`config.mk`:
```
export PLATFORM = sky130hd
export DESIGN_NAME = fifo_skew_ctrl
export DESIGN_NICKNAME = d
export VERILOG_FILES = /design/src/rtl/tpu_ctrl_pkg.sv /design/src/rtl/fifo_skew_ctrl.sv
export SDC_FILE = /design/constraint.sdc
export NUM_CORES = 1
export LEC_CHECK = 0
export ABC_CLOCK_PERIOD_IN_PS = 8300
export BUFFER_PORTS_ARGS = -buffer_cell sky130_fd_sc_hd__buf_4
export CAP_MARGIN = 20
export CELL_PAD_IN_SITES_DETAIL_PLACEMENT = 0
export CELL_PAD_IN_SITES_GLOBAL_PLACEMENT = 2
export CORE_MARGIN = 2
export CORE_UTILIZATION = 38
export CTS_CLUSTER_DIAMETER = 200
export DETAILED_ROUTE_END_ITERATION = 12
export PLACE_DENSITY = 0.95
export SETUP_SLACK_MARGIN = 0.4
export SLEW_MARGIN = 10
export SYNTH_ARGS = -nofsm -noshare
export SYNTH_HDL_FRONTEND = slang
export SYNTH_SLANG_ARGS = --single-unit
```
`constraint.sdc`:
```
create_clock -name i_clk -period 8.3 [get_ports i_clk]
set_input_delay 1.66 -clock i_clk [delete_from_list [all_inputs] [get_ports i_clk]]
set_output_delay 1.66 -clock i_clk [all_outputs]
set_load 0.01 [all_outputs]
```
`src/rtl/tpu_ctrl_pkg.sv`:
```
`default_nettype none
// ============================================================================
// Module : tpu_ctrl_pkg
// Brief  : Shared types and sizing helpers for the array control blocks.
// Rev    : 1.0
// ============================================================================
package tpu_ctrl_pkg;

    localparam int ROWS_DEF  = 4;
    localparam int LEN_W_DEF = 8;

    // Highest value the skew step counter, or a row's end bound, can reach.
    localparam int STEPS_MAX = 2**LEN_W_DEF + ROWS_DEF - 2;

    typedef enum logic [1:0] {
        ST_IDLE = 2'd0,
        ST_RUN  = 2'd1,
        ST_DONE = 2'd2
    } state_e;

    function automatic int step_w(input int len_w, input int rows);
        int w;
        w = $clog2(2**len_w + rows - 1);
        return (w > len_w) ? w : len_w + 1;
    endfunction

endpackage
`default_nettype wire

```
`src/rtl/fifo_skew_ctrl.sv`:
```
`default_nettype none
// ============================================================================
// Module : fifo_skew_ctrl
// Brief  : Diagonal-skew read scheduler for the systolic array's row FIFOs.
// Rev    : 1.0
// ============================================================================
module fifo_skew_ctrl
    import tpu_ctrl_pkg::*;
#(
    parameter int ROWS  = ROWS_DEF,
    parameter int LEN_W = 8,
    parameter int CNT_W = 16
) (
    input  logic             i_clk,
    input  logic             i_rstn,
    input  logic             i_start,
    input  logic [LEN_W-1:0] i_len,
    input  logic [ROWS-1:0]  i_fifo_empty,
    input  logic             i_array_ready,
    output logic [ROWS-1:0]  o_fifo_rd,
    output logic [ROWS-1:0]  o_row_valid,
    output logic             o_busy,
    output logic             o_done,
    output logic [CNT_W-1:0] o_stall_cnt
);

    localparam int STEP_W = step_w(LEN_W, ROWS);
    localparam logic [STEP_W-1:0] c_LAST_OFS = STEP_W'(ROWS - 2);

    state_e              r_state;
    logic [LEN_W-1:0]    r_len;
    logic [STEP_W-1:0]   r_step;
    logic [CNT_W-1:0]    r_stall_cnt;

    logic [STEP_W-1:0]   w_len_ext;
    logic [ROWS-1:0]     w_active;
    logic                w_blocked;
    logic                w_fire;
    logic                w_last;

    assign w_len_ext = STEP_W'(r_len);

    // Row r is due while r <= step < r + len.
    for (genvar r = 0; r < ROWS; r++) begin : g_row
        assign w_active[r] = (r_step >= STEP_W'(r)) &&
                             (r_step <  STEP_W'(r) + w_len_ext);
    end

    assign w_blocked = |(w_active & i_fifo_empty);
    assign w_fire    = (r_state == ST_RUN) && i_array_ready && !w_blocked;
    assign w_last    = (r_step == w_len_ext + c_LAST_OFS);

    // All due rows read together or none at all.
    assign o_fifo_rd   = w_fire ? w_active : '0;
    assign o_row_valid = o_fifo_rd;
    assign o_busy      = (r_state != ST_IDLE);
    assign o_done      = (r_state == ST_DONE);
    assign o_stall_cnt = r_stall_cnt;

    always_ff @(posedge i_clk or negedge i_rstn) begin
        if (!i_rstn) begin
            r_state     <= ST_IDLE;
            r_len       <= '0;
            r_step      <= '0;
            r_stall_cnt <= '0;
        end else begin
            case (r_state)
                ST_IDLE: begin
                    if (i_start) begin
                        r_len       <= i_len;
                        r_step      <= '0;
                        r_stall_cnt <= '0;
                        r_state     <= (i_len != '0) ? ST_RUN : ST_DONE;
                    end
                end
                ST_RUN: begin
                    if (w_fire) begin
                        r_step <= r_step + 1'b1;
                        if (w_last) begin
                            r_state <= ST_DONE;
                        end
                    end else if (r_stall_cnt != '1) begin
                        r_stall_cnt <= r_stall_cnt + 1'b1;
                    end
                end
                ST_DONE: begin
                    r_state <= ST_IDLE;
                end
                default: begin
                    r_state <= ST_IDLE;
                end
            endcase
        end
    end

endmodule
`default_nettype wire

```
==> metrics.csv <==
stage,metric,value,unit
global_route,grt_pass1_wl,14600,um
global_route,first_global_vias,2880,
die,fp-row-count,32,
clock_tree,h-tree-depth,2,
die,start_util,39.5,%
logic_synthesis,synth_top_family_by_area,simple AND/OR/NAND/NOR gates,
global_route,antenna_found_initial,0,
logic_synthesis,synth_common_cells,"41 x ha_1, 35 x dfrtp_1, 33 x nand2_1, 33 x o21ai_0, 26 x nor2_1",
clock_tree,cts_setup_buffers,0,
logic_synthesis,synth.distinct_cells,50,
layout,fin_nets,457,
clock_tree,clock_latency,0.30,ns
critical_path,required,6.64,ns
die,dieArea,0.00885,mm^2
critical_path,criticalPathCategory,flip-flop to output port,
clock_tree,clk_pin_slew,0.08,ns
worst_hold_path,holdPathStages,1,
place,io_buffers,41,
logic_synthesis,syn-cell-area,0.00308,mm^2
place,hpwl,6480,um
logic_synthesis,synth-edff-count,0,
detailed_routing,viasPerCell,5.77,
die,dieWidth,94.1,um
logic_synthesis,synth_fa_ha_area_share,16.6,%
detailed_routing,drt-total-wl,8630,um
logic_synthesis,synth_xor_area_share,4.83,%
clock_tree,cts-resized-gates,0,
logic_synthesis,syn-num-nets,423,
logic_synthesis,synthArstFlopShare,100,%
detailed_routing,drt_pre_antenna_iters,4,
sta,max_freq,0.175,GHz
critical_path,start_kind,flip-flop,
logic_synthesis,synthCells,366,
logic_synthesis,synth_simple_gate_area_share,23.3,%
detailed_routing,met1Wirelength,4070,um
sta,fin_crit,5.72,ns
global_route,gr-total-overflow,0,
detailed_routing,ant_nets,0,
logic_synthesis,synth_compound_area_share,20.4,%
job,maxCapViolations,0,
critical_path,rrSetupSlack,4.32,ns
detailed_routing,drt-initial-drc-count,135,
logic_synthesis,yosys_warnings,0,
global_route,grt_use_total,21.1,%
clock_tree,clockBufferDepth,2,
detailed_routing,via_count,2900,
sta,setup_violations,0,
sta,hold_violations,0,
logic_synthesis,synth_seq_area_share,28.4,%
power,max-vdd-ir-drop,0.109,mV
critical_path,r2r-start,r_len[4]$_DFFE_PN0P_,
power,powerDensity,288,mW/mm^2
die,core_area,0.00781,mm^2
layout,area_growth,14.9,%
global_route,grt_max_degree,36,
logic_synthesis,synth_area_leaders,"dfrtp_1 28%, ha_1 17%, o21ai_0 5.4%, o31ai_1 5.4%, xnor2_1 4.5%",
detailed_routing,wl_met2,3950,um
logic_synthesis,yosysTopAreaCell,dfrtp_1,
detailed_routing,wl_per_cell,17.2,um
sta,setup_tns,0,ns
critical_path,rr_worst_depth,12,
worst_hold_path,holdCritPathClass,flip-flop to flip-flop,
logic_synthesis,syn_area_per_cell,8.42,um^2
layout,layout-drive-gt1-share,15.7,%
worst_hold_path,min_from,r_state[1]$_DFFE_PN0P_,
power,p_leak,1.56,nW
sta,tightest_slew,1.08,ns
critical_path,critical_path.startpoint,r_len[4]$_DFFE_PN0P_,
sta,drv_slew,0,
detailed_routing,routed.top_layer,met4,
logic_synthesis,synth-main-ff-cell,dfrtp_1,
sta,relSlewSlack,28.2,%
critical_path,rr_endpoint,r_step[0]$_DFFE_PN0P_,
power,power,1.02,mW
clock_tree,cts_tree,done,
clock_tree,cts_root_buf,clkbuf_8,
detailed_routing,met3WireLength,449,um
critical_path,cp-end-kind,output port,
sta,period_share,68.9,%
clock_tree,numClockSinks,35,
critical_path,arrival,4.06,ns
sta,grt_setup_unrepaired,no,
layout,diodes,0,
logic_synthesis,yosys_register_bits,35,
place,gp_routability_congestion,0.909,
die,pin_count,42,
detailed_routing,drc_errors,0,
clock_tree,numCtsBuffers,5,
layout,nFillCells,825,
logic_synthesis,post-synth-top-area-fraction,28.4,%
logic_synthesis,synth.most_common_cell,ha_1,
outcome,status,"finished, final reports clean",
critical_path,critPathMaxFanout,28,
logic_synthesis,yosys-mux-area-fraction,0.365,%
clock_tree,hold_buffers,0,
die,die_h,94.1,um
sta,fin_skew,0.0117,ns
worst_hold_path,holdPathEnd,r_state[1]$_DFFE_PN0P_,
==> routing by layer <==
metal  up-vias  GRT usage (%)
met2        83           34.2
met3        15           3.29
met5         -              0
met4         0           6.04
met1      1388           29.0
li1       1414              -
==> kinds of logic after synthesis <==
family / count (synthesis)
and+or+nand+nor: 137
muxes: 1
adders and majority gates: 41
xor gates and xnor gates: 17
AOI/OAI and AO/OA: 97
DFF: 35
buffers and inverters: 38
==> cell type report <==
| cell class | instances | area (um^2) | area share (%) |
|---|---|---|---|
| multi-input combinational | 293 | 2020 | 57.0 |
| sequential | 35 | 876 | 24.7 |
| timing repair buffer | 43 | 327 | 9.22 |
| tap | 102 | 128 | 3.60 |
| inverter | 22 | 82.6 | 2.33 |
| clock buffer | 5 | 68.8 | 1.94 |
| clock inverter | 3 | 43.8 | 1.24 |
==> how the worst max path moves through the flow <==
stage | cells after the start | endpoint
after CTS | 12 | o_fifo_rd[3]
after detailed placement | 12 | o_fifo_rd[3]
final | 12 | o_fifo_rd[3]
after floorplan | 14 | o_row_valid[1]
after global routing | 12 | o_row_valid[3]
after global placement | 12 | o_row_valid[3]
==> stage by stage <==
step | util, % | std cells | hold WS [ns] | cell area, um^2 | setup slack [ns]
6_report | 45.4 | 503 | 0.531 | 3540 | 2.58
5_1_grt | 45.4 | 503 | 0.581 | 3540 | 2.23
4_1_cts | 45.4 | 503 | 0.535 | 3540 | 2.60
3_5_place_dp | 43.9 | 495 | 0.524 | 3430 | 2.97
3_3_place_gp | 43.8 | 494 | 0.510 | 3420 | 3.01
2_1_floorplan | - | 366 | 0.480 | 3080 | 3.36
==> critical path, cell delays in order, from the launching register on <==
cell and delay, ns:
dfrtp_1 0.43, clkinv_1 0.23, nor4_1 0.54, nand2_1 0.13, xnor2_1 0.15, ha_1 0.30
a211oi_1 0.07, nor2_1 0.13, and3b_1 0.20, a211oi_2 0.26, and3_1 0.91, and3_1 0.30
buf_4 0.13
==> cell usage in the layout, fill, tap and decap left out, types with 2 or more instances in the layout <==
cell,n
nor2_1,26
xnor2_1,16
clkinv_1,3
and3_1,8
buf_4,42
clkbuf_8,5
a41oi_1,3
a211oi_2,3
nand3_1,15
nand2_1,33
nand2b_1,5
a21oi_1,10
nand4b_1,2
nor2b_1,3
o21ai_0,33
or2_2,2
nand3b_1,2
and4_1,2
or3_1,4
nor4_2,3
inv_1,19
nand4_1,10
nor4_1,2
o22ai_1,2
a31oi_1,9
a211oi_1,4
nor3_1,13
ha_1,41
dfrtp_1,35
o31ai_1,22
o22a_1,2
o211ai_1,3
==> where the power goes <==
part	switching, mW	total (mW)	internal (mW)
Sequential	0.0822	0.290	0.208
Clock	0.0706	0.160	0.0895
Combinational	0.340	0.570	0.230
Total	0.493	1.02	0.528
==> state kept, by name, summed over array words and instances (netlist names) <==
name / cells
r_state: 2
r_step: 9
r_len: 8
o_stall_cnt: 16
Note: power is estimated with default switching activity, not from simulation.
